==> src/rtl/mem_arb_pkg.sv <==
// Shared types and constants for the two-client memory arbiter.
// MEM_ARB_RR_EN selects round-robin arbitration (default: fixed priority).
package mem_arb_pkg;

  localparam int N_REQ = 2;

  // Client 1 counts as last granted, so client 0 wins the first tie.
  localparam logic LAST_GRANT_RST = 1'b1;

  typedef enum logic [1:0] {
    IDLE,
    ISSUE,
    CAPTURE,
    RESP
  } state_t;

endpackage

==> src/rtl/mem_arbiter_rr_pick.sv <==
// Two-way winner select over the eligible clients.
// MEM_ARB_RR_EN: tie goes to the client that was not granted last.
module rr_pick
  import mem_arb_pkg::*;
(
  input  logic [N_REQ-1:0] elig,
`ifdef MEM_ARB_RR_EN
  input  logic             last_grant,
`endif
  output logic [N_REQ-1:0] grant
);

  // One-hot grant; all zero when nobody is eligible.
  always_comb begin
    grant = '0;
`ifdef MEM_ARB_RR_EN
    if (&elig)
      grant = last_grant ? 2'b01 : 2'b10;
    else
      grant = elig;
`else
    if (elig[0])
      grant = 2'b01;
    else if (elig[1])
      grant = 2'b10;
`endif
  end

endmodule

==> src/rtl/mem_arbiter.sv <==
// Arbitrates two valid/ready clients onto the single memory port.
// MEM_ARB_RR_EN enables round-robin; otherwise client 0 has priority.
module mem_arbiter
  import mem_arb_pkg::*;
#(
  parameter int WIDTH = 32,
  parameter int DEPTH = 256,
  parameter int DIN_W = 20,
  localparam int AW = $clog2(DEPTH)
) (
  input  logic             clk,
  input  logic             rst,
  input  logic [1:0]       req_valid,
  output logic [1:0]       req_ready,
  input  logic [1:0]       req_we,
  input  logic [AW-1:0]    req_addr0,
  input  logic [AW-1:0]    req_addr1,
  input  logic [DIN_W-1:0] req_wdata0,
  input  logic [DIN_W-1:0] req_wdata1,
  output logic [1:0]       rsp_valid,
  output logic [WIDTH-1:0] rsp_rdata,
  output logic [AW-1:0]    mem_address,
  output logic [DIN_W-1:0] mem_datain,
  output logic             mem_write_en,
  input  logic [WIDTH-1:0] mem_data_out,
  input  logic             mem_full
);

  state_t state_q, state_d;

  logic             lat_we;
  logic [AW-1:0]    lat_addr;
  logic [DIN_W-1:0] lat_wdata;
  logic             owner;

  logic             open;
  logic [1:0]       elig;
  logic [1:0]       grant;
  logic             accept;
  logic             win;

  assign open = (state_q == IDLE) || (state_q == RESP);

  // Writes are held off while the memory reports full.
  assign elig = open ? (req_valid & ~(req_we & {2{mem_full}})) : 2'b00;

`ifdef MEM_ARB_RR_EN
  logic last_grant;

  rr_pick u_pick (
    .elig       (elig),
    .last_grant (last_grant),
    .grant      (grant)
  );

  // Remember who won the last accepted request.
  always_ff @(posedge clk or posedge rst) begin
    if (rst)
      last_grant <= LAST_GRANT_RST;
    else if (accept)
      last_grant <= win;
  end
`else
  rr_pick u_pick (
    .elig  (elig),
    .grant (grant)
  );
`endif

  assign accept    = |grant;
  assign win       = grant[1];
  assign req_ready = rst ? 2'b00 : grant;

  // State register.
  always_ff @(posedge clk or posedge rst) begin
    if (rst)
      state_q <= IDLE;
    else
      state_q <= state_d;
  end

  // Next state: accept from IDLE or RESP, otherwise walk the pipeline.
  always_comb begin
    state_d = state_q;
    unique case (state_q)
      IDLE:    state_d = accept ? ISSUE : IDLE;
      ISSUE:   state_d = CAPTURE;
      CAPTURE: state_d = RESP;
      RESP:    state_d = accept ? ISSUE : IDLE;
      default: state_d = IDLE;
    endcase
  end

  // Latch the winning request on acceptance.
  always_ff @(posedge clk or posedge rst) begin
    if (rst) begin
      lat_we    <= 1'b0;
      lat_addr  <= '0;
      lat_wdata <= '0;
      owner     <= 1'b0;
    end else if (accept) begin
      lat_we    <= req_we[win];
      lat_addr  <= win ? req_addr1 : req_addr0;
      lat_wdata <= win ? req_wdata1 : req_wdata0;
      owner     <= win;
    end
  end

  // Capture read data at the end of CAPTURE; write acks return zero.
  always_ff @(posedge clk or posedge rst) begin
    if (rst)
      rsp_rdata <= '0;
    else if (state_q == CAPTURE)
      rsp_rdata <= lat_we ? '0 : mem_data_out;
  end

  assign mem_address  = lat_addr;
  assign mem_datain   = lat_wdata;
  assign mem_write_en = (state_q == ISSUE) && lat_we;
  assign rsp_valid    = (state_q != RESP) ? 2'b00 :
                        (owner ? 2'b10 : 2'b01);

endmodule

==> config.mk <==
export PLATFORM = sky130hd
export DESIGN_NAME = mem_arbiter
export DESIGN_NICKNAME = d
export VERILOG_FILES = /design/src/rtl/mem_arb_pkg.sv /design/src/rtl/mem_arbiter_rr_pick.sv /design/src/rtl/mem_arbiter.sv
export SDC_FILE = /design/constraint.sdc
export NUM_CORES = 1
export LEC_CHECK = 0
export CORE_UTILIZATION = 55
export CTS_CLUSTER_DIAMETER = 200
export CTS_CLUSTER_SIZE = 20
export DETAILED_ROUTE_END_ITERATION = 10
export DONT_BUFFER_PORTS = 1
export MAX_ROUTING_LAYER = met4
export PLACE_DENSITY_LB_ADDON = 0.05
export SLEW_MARGIN = 20
export SYNTH_ARGS = -nofsm -noshare
export SYNTH_HDL_FRONTEND = slang
export SYNTH_HIERARCHICAL = 1
export SYNTH_SLANG_ARGS = --single-unit
==> constraint.sdc <==
create_clock -name clk -period 5.3 [get_ports clk]
set_input_delay 1.325 -clock clk [delete_from_list [all_inputs] [get_ports clk]]
set_output_delay 1.325 -clock clk [all_outputs]
set_load 0.01 [all_outputs]
==> flow_metrics.tcl, run 1 <==
set metrics [dict create \
    regArea_sq_mm 0.00160 \
    track_usage_pct 21.1 \
    synth_ff_type "dfrtp_1" \
    grt_setup_unrepaired "no" \
    finalHoldViolations 0 \
    synth_warnings 6 \
    p_comb_share_pct 30.8 \
    htree_levels 3 \
    firstDrtPassIters 4 \
    syn_inst 226 \
    crit_path_top_delay_cell "a21oi_4" \
    synth_common_cells "dfrtp_1, nand2_1, a22o_1, mux2i_1, o21ai_1" \
    syn_nets 325 \
    skew_ns 0.00587 \
    ys_seq_area_share_pct 58.3 \
    arrival_ns 2.24 \
    cp_max_fo 14 \
    postSynthAreaPerCell_sq_um 12.2 \
    clock.fmax_mhz 281 \
    drcViolationCount 0 \
    place_congestion 0.774 \
    p_leak_uw 0.00129 \
    min_path_type "flip-flop to flip-flop" \
    setup_violations 0 \
    clock_sinks 64 \
    start_util_pct 57.8 \
    drv_slew 0 \
    ant_nets 0 \
    synth-edff-count 0 \
    clk_latency_ns 0.32 \
    peakVddDrop_mv 0.305 \
    grt_max_degree 65 \
    startpoint "req_valid[0]" \
    routed_wl_mm 5.46 \
    path_cells "nand2_1, a21oi_4, inv_1, nor2_1" \
    multiInputGateArea_sq_um 981 \
    reg2reg_from "state_q[0]" \
    grt_pass1_wl_mm 7.91 \
    die-area_sq_mm 0.00528 \
    grt_pass1_vias 1677 \
    cts_made_buffers 9 \
    yosys-top-cells-area "dfrtp_1, mux2i_1, a22o_1" \
    p_switching_uw 779 \
    crit_path_max_incr_delay_ns 0.48 \
    dieHeight_um 72.7 \
    antenna_found_initial 0 \
    fin_setup_tns_ns 0 \
    synth.most_common_cell "dfrtp_1" \
    start_kind "primary input" \
    clock_path_buffers 2 \
    rows 25 \
    ys_seq_elements 64 \
    crit_type "primary input to output port" \
    final.period_utilization_pct 67.2 \
    p_total_uw 2040 \
    wl_per_cell_um 18.6 \
    synth.top_cell.area_share_pct 58.3 \
    synth_area_leader_cell "dfrtp_1" \
    status "completed" \
    crit_path_end_kind "output port" \
    num_antenna_cells 0 \
    io_buffers 0 \
    vias 1700 \
    power.internal_uw 1260 \
    worstHoldStart "owner" \
    core_area_sq_mm 0.00475 \
    cts_setup_buffers 0 \
    swShare_pct 38.1 \
    syn_area_sq_mm 0.00275 \
    vias_per_cell 5.80 \
    drt_iter0_drc 38 \
    dieWidth_um 72.7 \
    hpwl_mm 3.96 \
    grt_overflow 0 \
    drv_cap 0 \
    cts-root-buf "clkbuf_8" \
    async_flop_share_pct 100 \
    drive_gt1_share_pct 10.2 \
    fin_crit_ns 3.56 \
    io_pins 160 \
    cts_tree "built" \
    pwr-share-clk_pct 21.2 \
    clk_pin_slew_worst_paths_ns 0.06 \
    cts_resized 0 \
    synth.distinct_cells 23 \
    power.density_mw_per_mm2 700 \
    pwr-share-seq_pct 48.0 \
    worst_pin_slew_ns 0.772 \
    cp.required_ns 3.97 \
    syn_to_final_growth_pct 6.24 \
    slew_headroom_pct 48.6 \
    ctsHoldBuffers 0 \
    nFillCells 391 \
    final_nets 321 \
]
-- per-layer routing --
metal  global-route usage, %  routed length [um]  share of wire (%)  up-vias
li1                        -                   -                  -      789
met1                    23.7                2110                 39      801
met2                    33.2                2790                 51       98
met3                    6.63                 465                8.5       12
met4                    12.4                  95                1.7        0
met5                       -                   0                  0        -
-- final timing paths --
kind / cells after the start / to / slack (ns)
max: 4 / req_ready[0] / 1.74
min: 1 / owner / 0.52
max reg2reg: 7 / mem_datain[15] / 3.01
min reg2reg: 1 / owner / 0.52
max in group asynchronous: 2 / mem_address[3] / 3.69
min in group asynchronous: 2 / mem_datain[10] / 1.09
-- flip-flops by register name, summed over array words and instances, names as in the netlist --
register     flops
lat_we           1
mem_address      8
mem_datain      20
state_q          2
rsp_rdata       32
owner            1
-- metrics by stage --
step / utilization [%] / setup slack (ns) / cells / hold slack [ns] / cell area (sq um)
2_1_floorplan: - / 1.73 / 226 / 0.468 / 2750
3_3_place_gp: 57.0 / 1.80 / 278 / 0.526 / 2710
3_5_place_dp: 57.0 / 1.75 / 278 / 0.517 / 2710
4_1_cts: 61.4 / 1.75 / 293 / 0.532 / 2920
5_1_grt: 61.4 / 1.65 / 293 / 0.546 / 2920
6_report: 61.4 / 1.74 / 293 / 0.518 / 2920
-- layout make-up --
type | count | share of cell area [%]
clock buffers | 9 | 4.24
well taps | 67 | 2.87
multi-input cells | 138 | 33.6
flip-flops and latches | 64 | 54.8
repair buffers | 3 | 0.771
inverters | 6 | 0.771
clock inverters | 6 | 2.91
-- placed cells by master, fill, tap and decap left out --
cell,netlist,layout
clkbuf_8,0,9
inv_2,1,2
a21o_1,1,1
a22o_1,31,31
and2_1,2,2
nor2_1,1,1
a21oi_1,3,2
o21ai_0,2,2
clkinv_2,0,2
inv_1,5,4
nor2b_1,2,2
mux2i_1,29,29
nor2b_4,2,2
dfrtp_1,64,64
a21oi_4,0,1
ha_1,4,4
clkinvlp_4,0,2
bufinv_16,0,2
buf_4,1,3
nand2_1,32,32
o21ai_1,28,28
o2bb2ai_1,1,1
-- logic make-up after synthesis --
group           share of synthesized area (%)
simple gates                             6.42
mux                                      10.6
fa+ha+maj                                1.82
buf+inv                                  6.46
flops                                    58.3
compound gates                           16.5
-- power groups by stage --
stage | combinational, uW | sequential [uW] | clock (uW)
2_1_floorplan | 610 | 936 | 0
3_3_place_gp | 593 | 985 | 0
3_5_place_dp | 637 | 990 | 0
4_1_cts | 638 | 985 | 445
5_1_grt | 709 | 1010 | 467
6_report | 629 | 982 | 433
-- critical path, delay by kind of cell --
family	cells	cell delay (ns)
AO/OA/AOI/OAI	1	0.48
buffers and inverters	1	0.14
AND/OR/NAND/NOR	2	0.29
Power figures use the tool's default switching activity.
==> run 2: changes to the inputs <==
==> constraint.sdc (replaced) <==
create_clock -name clk -period 2.9 [get_ports clk]
set_input_delay 0.725 -clock clk [delete_from_list [all_inputs] [get_ports clk]]
set_output_delay 0.725 -clock clk [all_outputs]
set_load 0.01 [all_outputs]
==> flow_metrics.tcl, run 2 (synthesis results as in run 1) <==
set metrics [dict create \
    num_antenna_cells 0 \
    firstDrtPassIters 4 \
    pwr-share-seq_pct 49.3 \
    crit_path_end_kind "output port" \
    p_total_uw 3640 \
    crit_type "flip-flop to output port" \
    hpwl_mm 4.03 \
    use_met3_pct 5.94 \
    cts-root-buf "clkbuf_8" \
    grt_setup_unrepaired "no" \
    cp.required_ns 2.17 \
    grt_pass1_vias 1762 \
    grt_overflow 0 \
    final_common_cell "dfrtp_1" \
    cts_setup_buffers 0 \
    routed_wl_mm 5.48 \
    syn_to_final_growth_pct 5.92 \
    use_met1_pct 23.8 \
    placedCellCount 279 \
    grt_max_degree 65 \
    vias 1742 \
    crit_path_top_delay_cell "dfrtp_1" \
    drt_iter0_drc 69 \
    clock_path_buffers 2 \
    power.internal_uw 2220 \
    pwr-share-clk_pct 19.1 \
    cts_resized 0 \
    drive_gt1_share_pct 11.0 \
    p_comb_share_pct 31.6 \
    grt_pass1_wl_mm 7.99 \
    peakVddDrop_mv 0.539 \
    wl_per_cell_um 18.6 \
    start_util_pct 57.8 \
    regMostFlops "rsp_rdata" \
    final.period_utilization_pct 83.4 \
    instances_no_fill 295 \
    grt_busiest_layer "met2" \
    cts_made_buffers 9 \
    p_leak_uw 0.00129 \
    track_usage_pct 21.0 \
    p_switching_uw 1420 \
    core_area_sq_mm 0.00475 \
    status "completed" \
    drcViolationCount 0 \
    path_common_cell "inv_1" \
    cts_tree "built" \
    dieWidth_um 72.7 \
    crit_path_max_incr_delay_ns 0.39 \
    clock.fmax_mhz 413 \
    path_cells "inv_1, ha_1, nand2_1, a21oi_4, inv_1, nor2_1" \
    ant_nets 0 \
    cp_max_fo 5 \
    setup_slack_ns 0.482 \
    die-area_sq_mm 0.00528 \
    swShare_pct 39.1 \
    design_area_sq_mm 0.00291 \
    min_path_type "primary input to asynchronous set/reset pin" \
    arrival_ns 1.69 \
    io_pins 160 \
    antenna_found_initial 0 \
    met2_usage_pct 33.5 \
    drv_slew 0 \
    worst_pin_slew_ns 0.769 \
    clk_latency_ns 0.33 \
    place_ws_ns 0.811 \
    postPlaceCellArea_sq_mm 0.00272 \
    fin_crit_ns 2.42 \
    power.density_mw_per_mm2 1250 \
    dieHeight_um 72.7 \
    fin_setup_tns_ns 0 \
    io_buffers 0 \
    clk_pin_slew_worst_paths_ns 0.07 \
    final_nets 322 \
    clock_sinks 64 \
    finalHoldViolations 0 \
    slew_headroom_pct 48.8 \
    vias_per_cell 5.91 \
    rows 25 \
    htree_levels 3 \
    setup_violations 0 \
    ctsHoldBuffers 0 \
    place_congestion 0.804 \
    start_kind "flip-flop" \
    largest_reg_flops 32 \
    skew_ns 0.00679 \
    drv_cap 0 \
    final_cell_mix "dfrtp_1, nand2_1, a22o_1, mux2i_1, o21ai_1" \
]
[run 2: cell count changes in the layout (fill, tap and decap cells not counted), sizes merged]
cell / delta
clkinv: -1
clkbuf: +3
bufinv: -2
clkinvlp: +1
buf: +1
[run 2: worst paths after layout]
check | startpoint | end | slack (ns) | cells past startpoint
worst max-delay path | state_q[0] | req_ready[0] | 0.48 | 6
worst min register to register | owner | owner | 0.55 | 1
max in group asynchronous | rst | rsp_rdata[16] | 1.89 | 2
worst max register to register | state_q[0] | state_q[0] | 0.92 | 8
worst min-delay path | rst | mem_datain[10] | 0.49 | 2
min in group clk | mem_data_out[13] | rsp_rdata[13] | 0.52 | 1
[run 2: metrics by stage]
stage	util (%)	hold WS (ns)
6_report	61.2	0.489
5_1_grt	61.2	0.512
4_1_cts	61.2	0.504
3_5_place_dp	57.2	0.521
3_3_place_gp	57.2	0.531
2_1_floorplan	-	0.468
[run 2: critical path: cells and delay by family, from the launching register on]
family / cells / cell delay, ns
flops: 1 / 0.39
fa+ha+maj: 1 / 0.33
compound gates: 1 / 0.19
simple gates: 2 / 0.31
buf+inv: 2 / 0.14
[run 2: metal layers]
layer	part of all wire, %	up-vias	routed length [um]
li1	-	782	-
met1	38	843	2070
met2	51	105	2790
met3	9.3	12	509
met4	2.0	0	109
met5	0	-	0
[run 2: power groups by stage]
stage               Sequential [uW]  Combinational (uW)  Clock, uW
floorplan                      1710                1120          0
global placement               1800                1090          0
detailed placement             1810                1180          0
CTS                            1800                1170        722
global route                   1840                1290        760
finish                         1800                1150        695
[run 2: area by class of cell]
cell class	instances	area, sq um
Tap cell	67	83.8
Timing Repair Buffer	4	30.0
Inverter	6	22.5
Fill cell	397	1840
Clock inverter	4	27.5
Clock buffer	12	165
Sequential cell	64	1600
Multi-Input combinational cell	138	981
==> run 3: changes to the inputs <==
==> constraint.sdc (replaced) <==
create_clock -name clk -period 2.45 [get_ports clk]
set_input_delay 0.6125 -clock clk [delete_from_list [all_inputs] [get_ports clk]]
set_output_delay 0.6125 -clock clk [all_outputs]
set_load 0.01 [all_outputs]
==> flow_metrics.tcl, run 3 (synthesis results as in run 1) <==
set metrics [dict create \
    die-area_sq_mm 0.00528 \
    regArea_sq_mm 0.00160 \
    num_antenna_cells 0 \
    ant_nets 0 \
    hpwl_mm 4.08 \
    htree_levels 3 \
    grt_max_degree 61 \
    largest_reg_flops 32 \
    cp.depth 6 \
    regMostFlops "rsp_rdata" \
    drcViolationCount 0 \
    path_common_cell "inv_1" \
    drt_iter0_drc 24 \
    slew_headroom_pct 55.9 \
    core_area_sq_mm 0.00475 \
    cts-root-buf "clkbuf_8" \
    start_util_pct 57.8 \
    instances_no_fill 294 \
    firstDrtPassIters 4 \
    fin_setup_tns_ns 0 \
    cp.required_ns 1.84 \
    drv_cap 0 \
    track_usage_pct 21.5 \
    multiInputGateArea_sq_um 986 \
    clock_path_buffers 2 \
    final_nets 321 \
    path_buf_inv 2 \
    wl_per_cell_um 18.8 \
    start_kind "flip-flop" \
    antenna_found_initial 0 \
    power.density_mw_per_mm2 1460 \
    crit_path_top_delay_cell "dfrtp_1" \
    clock.fmax_mhz 432 \
    drive_gt1_share_pct 11.5 \
    crit_path_end_kind "output port" \
    place_congestion 0.849 \
    grt_pass1_vias 1727 \
    worst_pin_slew_ns 0.660 \
    grt_setup_unrepaired "no" \
    vias 1756 \
    grt_overflow 0 \
    clock_sinks 64 \
    vias_per_cell 5.97 \
    crit_path_max_incr_delay_ns 0.41 \
    drv_slew 0 \
    rows 25 \
    placedCellCount 278 \
    path_cells "inv_1, ha_1, nand2_1, a21oi_4, inv_1, nor2_2" \
    cts_setup_buffers 0 \
    io_pins 160 \
    cp_max_fo 5 \
    nFillCells 398 \
    setup_violations 0 \
    fin_crit_ns 2.31 \
    rr_worst_depth 7 \
    finalHoldViolations 0 \
    hold_slack_ns 0.199 \
    status "completed" \
    io_buffers 0 \
    syn_to_final_growth_pct 5.55 \
    grt_pass1_wl_mm 8.10 \
    cts_tree "built" \
    peakVddDrop_mv 0.765 \
    final.period_utilization_pct 94.5 \
    routed_wl_mm 5.54 \
    skew_ns 0.00377 \
    dieWidth_um 72.7 \
    final_common_cell "dfrtp_1" \
    p_leak_uw 0.00128 \
    arrival_ns 1.70 \
    clk_latency_ns 0.32 \
    crit_type "flip-flop to output port" \
    cts_made_buffers 9 \
    clk_pin_slew_worst_paths_ns 0.07 \
    min_path_type "primary input to asynchronous set/reset pin" \
    dieHeight_um 72.7 \
    final_cell_mix "dfrtp_1, nand2_1, a22o_1, mux2i_1, o21ai_1" \
    crit_family "flip-flops" \
]
## run 3: metal layers
layer	vias up	wire length [um]	global-route usage (%)
li1	785	-	-
met1	851	2130	23.1
met2	106	2800	35.1
met3	14	496	8.84
met4	0	106	8.93
met5	-	0	-
## run 3: final timing paths
path                             startpoint             end  slack [ns]
setup / recovery                 state_q[0]    req_ready[0]        0.14
hold / removal                          rst  mem_datain[14]        0.20
setup reg to reg                 state_q[0]  mem_datain[14]        0.37
hold reg to reg                       owner           owner        0.53
max in group asynchronous               rst           owner        1.67
min in group clk           mem_data_out[13]   rsp_rdata[13]        0.42
## run 3: repair_timing
action                                  CTS  global route
hold buffers                              0             0
endpoints found under the setup margin    0             2
resized for setup                         0             2
hold endpoints to repair                  0             0
## run 3: metrics by stage
stage	utilization (%)	total power, uW	setup slack, ns	instance area [sq um]
global placement	57.3	3410	0.516	2720
finish	61.0	4250	0.136	2900
global route	61.0	4550	0.0237	2900
detailed placement	57.3	3520	0.386	2720
CTS	60.9	4300	0.0773	2900
floorplan	-	3340	0.184	2750
## run 3: power breakdown
| part | internal (uW) | leakage (uW) | switching [uW] |
|---|---|---|---|
| registers | 1550 | 0.000800 | 567 |
| clock network | 387 | 0.0000878 | 375 |
| logic | 621 | 0.000394 | 741 |
## run 3: final cells by class
cell class / instances / share of cell area [%]
Clock buffer: 10 / 4.74
Multi-Input combinational cell: 138 / 34.0
Tap cell: 67 / 2.89
Clock inverter: 6 / 1.21
Inverter: 6 / 0.776
Timing Repair Buffer: 3 / 1.21
Sequential cell: 64 / 55.2
==> RTL edit: new RTL, config.mk and constraints of run 2 <==
Add a define of `MEM_ARB_RR_EN`.
--- a/src/rtl/mem_arbiter_rr_pick.sv
+++ b/src/rtl/mem_arbiter_rr_pick.sv
@@ -1,4 +1,6 @@
 // Two-way winner select over the eligible clients.
 // MEM_ARB_RR_EN: tie goes to the client that was not granted last.
+`define MEM_ARB_RR_EN
+
 module rr_pick
   import mem_arb_pkg::*;
Check against the original RTL: not equivalent (Yosys sat finds a counterexample within 4 cycles, from zero or initial values and one cycle with rst high).
==> RTL edit against run 2 <==
Power grew 3.1%; design area is 1.8% higher; fmax is 10% lower; sequential cell count rose by 1; synthesized area grew 2.0%; core utilization grew 0.32 points; worst setup slack got worse by 0.27 ns; largest power group unchanged; routed wire length is 2.9% higher; register-to-register slack lost 0.33 ns.
==> RTL edit: results (changes against run 2) <==
| Metric | Value |
|---|---|
| Largest net degree at the start of global routing | 62 (was 65) |
| First-pass GRT wire length | 8260 um (was 7990 um) |
| Slew margin rel. | 55.4% (was 48.8%) |
| Antenna diode count | 0 (unchanged) |
| FF-to-FF End | mem_datain[13] (was state_q[0]) |
| WL/cell | 18.9 um (was 18.6 um) |
| Vias/cell | 5.94 (was 5.91) |
| Reg2Reg Depth | 8 (unchanged) |
| Drt first pass iters | 5 (was 4) |
| Worst-path fanout max | 4 (was 5) |
| Input/output buffers | 0 (unchanged) |
| Vias in the first global route | 1,711 (was 1,762) |
| Status | finished clean (unchanged) |
| Max Used Layer | met4 (unchanged) |
| All-Layer GR Usage | 21.7% (was 21.0%) |
| Top cells by count, synth | dfrtp_1 (64), nand2_1 (32), a22o_1 (31) (unchanged) |
| Clock tree buffer depth | 2 (unchanged) |
| Initial drt markers | 83 (was 69) |
| Peak VDD IR | 737 uV (was 539 uV) |
| Post-CTS Setup Repair Bufs | 0 (unchanged) |
| Wl on met1 | 2250 um (was 2070 um) |
| Layout cells sized above 1 | 10.8% (was 11.0%) |
| DP HPWL | 4200 um (was 4030 um) |
| Worst skew pair latency | between 0.3 and 0.4 ns |
| CTS Root Cell | clkbuf_8 (unchanged) |
| Top reg by flops | rsp_rdata (unchanged) |
| Warnings from Yosys | 6 (unchanged) |
| Async set-reset flop share out of synthesis | 100% (unchanged) |
| HP Class | in2async (unchanged) |
| Dpl cell area | 2770 um^2 (was 2720 um^2) |
| Post-synth cell types | 24 (was 23) |
| Synth area leaders | dfrtp_1 (57%), mux2i_1 (10%), a22o_1 (9.7%) (was dfrtp_1 (58%), mux2i_1 (11%), a22o_1 (9.9%)) |
| Num CTS Buffers | 9 (unchanged) |
| Synthesized Nets | 328 (was 325) |
| Seq/Total Area, Yosys | 58.1% (was 58.3%) |
| DR WL met2 | 2770 um (was 2790 um) |
| # fillers | 396 (was 397) |
| Pleak | 1.31 nW (was 1.29 nW) |
| Met3 WL | 513 um (was 509 um) |
| GPL Wtd Cong | 0.695 (was 0.804) |
| Internal reg-to-reg setup slack | 0.59 ns (was 0.92 ns) |
| Setup Skew | 0.00511 ns (was 0.00679 ns) |
| Clock slew at the register clock pins of the worst setup and hold paths | 0.07 ns (about the same) |
-- RTL edit: critical path: stages (launching register included) --
cell	delay, ns
dfrtp_1	0.41
inv_1	0.06
ha_1	0.32
nand2_1	0.06
a21oi_1	0.27
a21boi_4	0.24
inv_1	0.08
nor2_1	0.21
-- RTL edit: per-stage QoR --
stage               worst slack [ns]  hold slack [ns]  instances  total power [mW]  utilization, %
floorplan                      0.550            0.468        229              2.91               -
global placement               0.608            0.482        283              2.96            57.5
detailed placement             0.566            0.492        283              3.05            57.5
CTS                            0.203            0.258        299              3.80            61.6
global route                  0.0691            0.265        299              4.02            61.6
finish                         0.207            0.261        299              3.75            61.6
-- RTL edit: cell families after synthesis --
kind of cell	after synthesis	share of synthesized area (%)
DFF	65	58.1
buffers and inverters	24	7.01
and+or+nand+nor	38	5.80
muxes	29	10.4
AOI/OAI and AO/OA	69	17.0
adders and majority gates	4	1.79
-- RTL edit: final cells by class --
cell class / instances / area (um^2) / area share [%]
clock inverter: 5 / 55.1 / 1.86
sequential: 65 / 1630 / 54.9
tap: 67 / 83.8 / 2.83
multi-input combinational: 140 / 1000 / 33.8
clock buffer: 11 / 141 / 4.77
inverter: 7 / 26.3 / 0.886
timing repair buffer: 4 / 30.0 / 1.01
-- RTL edit: worst min-delay path by stage --
stage | from | endpoint | slack [ns] | cells past startpoint
final | rst | state_q[1] | 0.26 | 1
after global routing | rst | state_q[1] | 0.26 | 1
after CTS | rst | state_q[1] | 0.26 | 1
after detailed placement | owner | owner | 0.49 | 1
after global placement | owner | owner | 0.48 | 1
after floorplan | owner | owner | 0.47 | 1
-- RTL edit: power by group --
group	internal (mW)	switching, mW	leakage, nW	total, mW
clock	0.417	0.315	0.0953	0.733
sequential	1.34	0.486	0.810	1.83
combinational	0.547	0.647	0.409	1.19
-- RTL edit: layer usage --
metal  vias up  global-route usage (%)
li1        813                       -
met4         0                    10.5
met2       106                    34.0
met1       844                    26.2
met5         -                       -
met3        13                    5.76
